**src/rtl/meas_window_sched_if.sv**
```systemverilog
// Result channel of the measurement scheduler: one min/max/channel record per
// completed window, transferred with a valid/ready handshake.
interface meas_window_sched_if #(
    parameter int CW = 2,
    parameter int DW = 12
);
    logic                 result_valid;
    logic                 result_ready;
    logic [CW-1:0]        result_ch;
    logic signed [DW-1:0] result_min;
    logic signed [DW-1:0] result_max;

    modport master (
        output result_valid,
        output result_ch,
        output result_min,
        output result_max,
        input  result_ready
    );

    modport slave (
        input  result_valid,
        input  result_ch,
        input  result_min,
        input  result_max,
        output result_ready
    );
endinterface

```
**src/rtl/meas_window_sched.sv**
```systemverilog
// Round-robin scheduler sharing one windowed signed min/max datapath across CH
// sample channels: select, settle, measure win_len samples, report, advance.
module meas_window_sched #(
    parameter int DW     = 12,
    parameter int CH     = 4,
    parameter int CW     = 2,
    parameter int LW     = 10,
    parameter int SETTLE = 2
) (
    input  logic                 clk_in,
    input  logic                 rst,
    input  logic                 run,
    input  logic [CH-1:0]        ch_mask,
    input  logic [LW-1:0]        win_len,
    input  logic [CH*DW-1:0]     data_in,
    output logic [CW-1:0]        ch_sel,
    output logic                 busy,
    meas_window_sched_if.master  res
);

    localparam logic [1:0] ST_IDLE    = 2'd0;
    localparam logic [1:0] ST_SELECT  = 2'd1;
    localparam logic [1:0] ST_MEASURE = 2'd2;
    localparam logic [1:0] ST_REPORT  = 2'd3;

    localparam int SW = (SETTLE > 1) ? $clog2(SETTLE) : 1;

    logic [1:0]           state;
    logic [CW-1:0]        last_ch;
    logic [SW-1:0]        settle_cnt;
    logic [LW-1:0]        len_q;
    logic [LW-1:0]        meas_cnt;
    logic signed [DW-1:0] min_q;
    logic signed [DW-1:0] max_q;
    logic signed [DW-1:0] min_nx;
    logic signed [DW-1:0] max_nx;
    logic signed [DW-1:0] sample;
    logic signed [DW-1:0] lane [CH];
    logic                 start_ok;
    logic [CW-1:0]        base_ch;
    logic [CW-1:0]        next_ch;
    logic                 found;
    int                   idx;

    always_comb begin
        for (int i = 0; i < CH; i++) begin
            lane[i] = data_in[i*DW +: DW];
        end
    end

    assign sample   = lane[ch_sel];
    assign start_ok = run && (win_len != '0) && (ch_mask != '0);
    assign busy     = (state != ST_IDLE);

    // In REPORT the accepted result's channel becomes the new "last" on the
    // same edge, so search from it directly rather than from stale last_ch.
    assign base_ch = (state == ST_REPORT) ? res.result_ch : last_ch;

    always_comb begin
        next_ch = base_ch;
        found   = 1'b0;
        idx     = 0;
        for (int k = 1; k <= CH; k++) begin
            idx = (int'(base_ch) + k) % CH;
            if (!found && ch_mask[CW'(idx)]) begin
                next_ch = CW'(idx);
                found   = 1'b1;
            end
        end
    end

    // First sample of a window seeds both extremes; no zero seed.
    always_comb begin
        if (meas_cnt == '0) begin
            min_nx = sample;
            max_nx = sample;
        end else begin
            min_nx = (sample < min_q) ? sample : min_q;
            max_nx = (sample > max_q) ? sample : max_q;
        end
    end

    always_ff @(posedge clk_in or posedge rst) begin
        if (rst) begin
            state            <= ST_IDLE;
            ch_sel           <= '0;
            last_ch          <= CW'(CH - 1);
            settle_cnt       <= '0;
            len_q            <= '0;
            meas_cnt         <= '0;
            min_q            <= '0;
            max_q            <= '0;
            res.result_valid <= 1'b0;
            res.result_ch    <= '0;
            res.result_min   <= '0;
            res.result_max   <= '0;
        end else begin
            case (state)
                ST_IDLE: begin
                    if (start_ok) begin
                        state      <= ST_SELECT;
                        ch_sel     <= next_ch;
                        settle_cnt <= '0;
                    end
                end
                ST_SELECT: begin
                    if (settle_cnt == SW'(SETTLE - 1)) begin
                        // A window length of zero at latch time means nothing to measure.
                        state    <= (win_len == '0) ? ST_IDLE : ST_MEASURE;
                        len_q    <= win_len;
                        meas_cnt <= '0;
                    end else begin
                        settle_cnt <= settle_cnt + 1'b1;
                    end
                end
                ST_MEASURE: begin
                    min_q <= min_nx;
                    max_q <= max_nx;
                    if (meas_cnt == len_q - 1'b1) begin
                        state            <= ST_REPORT;
                        res.result_valid <= 1'b1;
                        res.result_ch    <= ch_sel;
                        res.result_min   <= min_nx;
                        res.result_max   <= max_nx;
                    end else begin
                        meas_cnt <= meas_cnt + 1'b1;
                    end
                end
                ST_REPORT: begin
                    if (res.result_ready) begin
                        res.result_valid <= 1'b0;
                        last_ch          <= res.result_ch;
                        if (start_ok) begin
                            state      <= ST_SELECT;
                            ch_sel     <= next_ch;
                            settle_cnt <= '0;
                        end else begin
                            state <= ST_IDLE;
                        end
                    end
                end
                default: state <= ST_IDLE;
            endcase
        end
    end

endmodule

```
**src/flat_wrapper.sv**
```systemverilog
// flat-port wrapper written by rule: the top's interface ports become plain ports
module meas_window_sched_flat 
#(
    parameter int DW     = 12,
    parameter int CH     = 4,
    parameter int CW     = 2,
    parameter int LW     = 10,
    parameter int SETTLE = 2
)
  (clk_in, rst, run, ch_mask, win_len, data_in, ch_sel, busy, res_result_valid, res_result_ch, res_result_min, res_result_max, res_result_ready);
  meas_window_sched_if #(.CW(CW), .DW(DW)) res_i ();
  input  logic clk_in;
  input  logic rst;
  input  logic run;
  input  logic [CH-1:0] ch_mask;
  input  logic [LW-1:0] win_len;
  input  logic [CH*DW-1:0] data_in;
  output logic [CW-1:0] ch_sel;
  output logic busy;
  output wire logic [$bits(res_i.result_valid)-1:0] res_result_valid;
  output wire logic [$bits(res_i.result_ch)-1:0] res_result_ch;
  output wire logic [$bits(res_i.result_min)-1:0] res_result_min;
  output wire logic [$bits(res_i.result_max)-1:0] res_result_max;
  input wire logic [$bits(res_i.result_ready)-1:0] res_result_ready;
  assign res_result_valid = res_i.result_valid;
  assign res_result_ch = res_i.result_ch;
  assign res_result_min = res_i.result_min;
  assign res_result_max = res_i.result_max;
  assign res_i.result_ready = res_result_ready;
  meas_window_sched #(.DW(DW), .CH(CH), .CW(CW), .LW(LW), .SETTLE(SETTLE)) u_core (.clk_in(clk_in), .rst(rst), .run(run), .ch_mask(ch_mask), .win_len(win_len), .data_in(data_in), .ch_sel(ch_sel), .busy(busy), .res(res_i));
endmodule
```
**config.mk**
```make
export PLATFORM = sky130hd
export DESIGN_NAME = meas_window_sched_flat
export DESIGN_NICKNAME = d
export VERILOG_FILES = /design/src/rtl/meas_window_sched_if.sv /design/src/rtl/meas_window_sched.sv /design/src/flat_wrapper.sv
export SDC_FILE = /design/constraint.sdc
export NUM_CORES = 1
export LEC_CHECK = 0
export CAP_MARGIN = 20
export CORE_MARGIN = 5
export CORE_UTILIZATION = 45
export DETAILED_ROUTE_END_ITERATION = 6
export PLACE_DENSITY = 0.74
export REMOVE_ABC_BUFFERS = 1
export SLEW_MARGIN = 25
export SYNTH_ARGS = -nofsm -noshare
export SYNTH_HDL_FRONTEND = slang
export SYNTH_SLANG_ARGS = --single-unit
```
**constraint.sdc**
```tcl
create_clock -name clk_in -period 11.1 [get_ports clk_in]
set_input_delay 1.11 -clock clk_in [delete_from_list [all_inputs] [get_ports clk_in]]
set_output_delay 1.11 -clock clk_in [all_outputs]
set_load 0.1 [all_outputs]
```
==> reports/summary.txt <==
Post-route insts no fill: 696
Pin count of the biggest net entering global routing: 79
Slowest cell on the critical path: nor2_2
Area share of the largest cell type after synthesis: 38.4%
Syn_area_per_cell: 10.8 sq um
DR top layer: met4
Final WS setup: 6.93 ns
DP Cell Count: 680
Tot Pwr: 1.74 mW
Pwr dens: 278 nW/um^2
Crit end category: register
Area grow syn2layout: 26.4%
WL final: 11.4 mm
Netlist cell types: 57
Seq cells post-synth: 78
Die area: 13200 sq um
Wire length on met3: 461 um
Buf/Inv on CP: 1
# rows: 38
Final ANT Viol Nets: 0
WP data arrival: 4.40 ns
Met2 Wirelength: 5.55 mm
Max_cap viols: 0
Met1 WL: 5.19 mm
Delay-heaviest family, CP: multiplexers
Reg2reg setup slack: 7.29 ns
Number of synthesized flops with an enable pin: 0
CTS tree: done
Cell types with the highest counts after synthesis: 76 x dfrtp_1, 64 x mux2_2, 41 x nand2_1, 39 x inv_1, 31 x ha_1
Async SR Flop Fraction: 100%
Global route overflow: 0
Crit Path Max Fanout: 12
Area leader, netlist: dfrtp_1
Top_reg_cell synth: dfrtp_1
Ant diodes: 0
1st-iter DRT viols: 153
Peak supply drop: 0.000123 V
DR WL/cell: 16.3 um
CP Class: input pin to register
Post-layout min period: 4.17 ns
Worst path cell trace: clkdlybuf4s50_1 > mux4_2 > ha_1 > a21o_1 > a221o_1 > a21oi_1 > a21oi_1 > nor2_2 > mux2_2 > mux2_2
Port Buf Inserts: 95
Post-Route Utilization: 57.8%
DP Wirelength: 8.46 mm
Most frequent cell after synthesis: dfrtp_1
Clk_skew: 0.0114 ns
Maximum clock path buffer count: 2
Starting Density: 45.7%
Type of the most critical hold path: register to register
Place WS: 6.58 ns
Final worst-path cycle share: 37.6%
Proportion of layout cells with a drive suffix above 1: 19.2%
Router iterations before antenna repair: 5
Worst Path Required: 11.33 ns
Gpl congestion: 0.836
Status: finished, final reports clean
Die Span Y: 115 um
Final setup fails: 0
Clk Latency, worst-skew pair: 0.35 ns
Cell Area, Synth: 4960 sq um
Clk sinks: 78
Crit start category: input pin
Final nets: 648
Rel. slew slack: 32.8%
Ys Warns: 0
Final count of pins violating max slew: 0
Root buf cell: clkbuf_8
Fin. Hold Viols: 0
Routed vias: 3819
Clk slew on worst S/H paths: 0.08 ns
Post-CTS setup buffers: 0
Via density: 5.49
Initial antenna violation count: 0
H-tree depth: 3
Worst-Margin Slew: 1.00 ns
RSZ-0062 raised after global routing: no
Mapped Cells: 460
Core Region: 10800 sq um
CTS resizes: 0
First-pass GRT wire length: 19.6 mm
Tot GR Track Use: 18.3%
Die W: 115 um
DR DRC count: 0
CP max stage delay: 0.61 ns
CTS Buf Count: 9
I/O pin count: 96
Pleak: 2.66 nW
Vias in the first global route: 3989
Fmax: 240 MHz
Synth area leaders: dfrtp_1 38%, mux2_2 15%, ha_1 7.8%
Final setup TNS: 0 ns
Register area share after synthesis: 39.4%
Post-CTS Hold Buffers: 0
## layout make-up
class / count / area [sq um]
clock buffer: 10 / 128
clock inverter: 6 / 110
fill: 918 / 4570
inverter: 39 / 146
multi-input combinational: 326 / 2790
sequential: 78 / 1960
tap: 140 / 175
timing repair buffer: 97 / 970
## registers in the layout, summed over array words and instances, names as in the netlist, named ones only
name,cells
u_core.ch_sel,2
u_core.last_ch,2
u_core.len_q,10
u_core.max_q,12
u_core.meas_cnt,10
u_core.min_q,12
u_core.res.result_ch,2
u_core.res.result_max,12
u_core.res.result_min,12
u_core.res.result_valid,1
u_core.settle_cnt,1
u_core.state,1
## worst paths after layout
kind                                          startpoint                        to  cells past startpoint
worst max-delay path                         data_in[41]  u_core.res.result_max[2]                     10
worst min-delay path            u_core.res.result_min[3]  u_core.res.result_min[3]                      2
worst max register to register          u_core.ch_sel[0]  u_core.res.result_max[2]                      9
worst min register to register  u_core.res.result_min[3]  u_core.res.result_min[3]                      2
max in group asynchronous                            rst          u_core.ch_sel[0]                      3
min in group asynchronous                            rst   u_core.res.result_ch[1]                      3
## power by group
part / leakage (nW) / internal, mW / switching, mW / total, mW
sequential: 0.919 / 0.382 / 0.116 / 0.499
clock: 0.112 / 0.149 / 0.106 / 0.255
combinational: 1.63 / 0.418 / 0.569 / 0.986
total: 2.66 / 0.949 / 0.791 / 1.74
## placed cells by master (no fill, tap or decap), types with 9 or more instances in the layout
master	instances
clkdlybuf4s50_1	95
dfrtp_1	75
mux2_2	64
nand2_1	41
inv_1	38
ha_1	31
o21ai_0	23
a21oi_1	20
nor2_1	17
mux2i_1	15
mux4_2	12
xnor2_1	9
clkbuf_8	9
## worst reg2reg max path, stage by stage, from the launching register on
cell     delay (ns)
dfrtp_2        0.69
mux4_2         0.66
ha_1           0.32
a21o_1         0.18
a221o_1        0.31
a21oi_1        0.14
a21oi_1        0.11
nor2_2         0.61
mux2_2         0.42
mux2_2         0.26
## per-layer routing
metal  global-route usage [%]  vias to the layer above
li1                         -                     1852
met1                     24.2                     1862
met2                     30.1                       90
met3                     3.74                       15
met4                     6.34                        0
met5                        0                        -
## kinds of logic after synthesis
kind of cell,Yosys count,share of synthesized area [%]
AND/OR/NAND/NOR,111,12.2
multiplexers,92,23.2
AO/OA/AOI/OAI,79,10.5
flip-flops,78,39.4
buffers and inverters,56,4.47
adder cells (fa/ha/maj),31,7.82
XOR/XNOR,13,2.30
## stage by stage
step           instance area [sq um]  hold slack, ns
2_1_floorplan                   4880           0.471
3_3_place_gp                    6020           0.461
3_5_place_dp                    6030           0.470
4_1_cts                         6260           0.489
5_1_grt                         6270           0.502
6_report                        6270           0.484
Note: power is estimated with default switching activity, not from simulation.
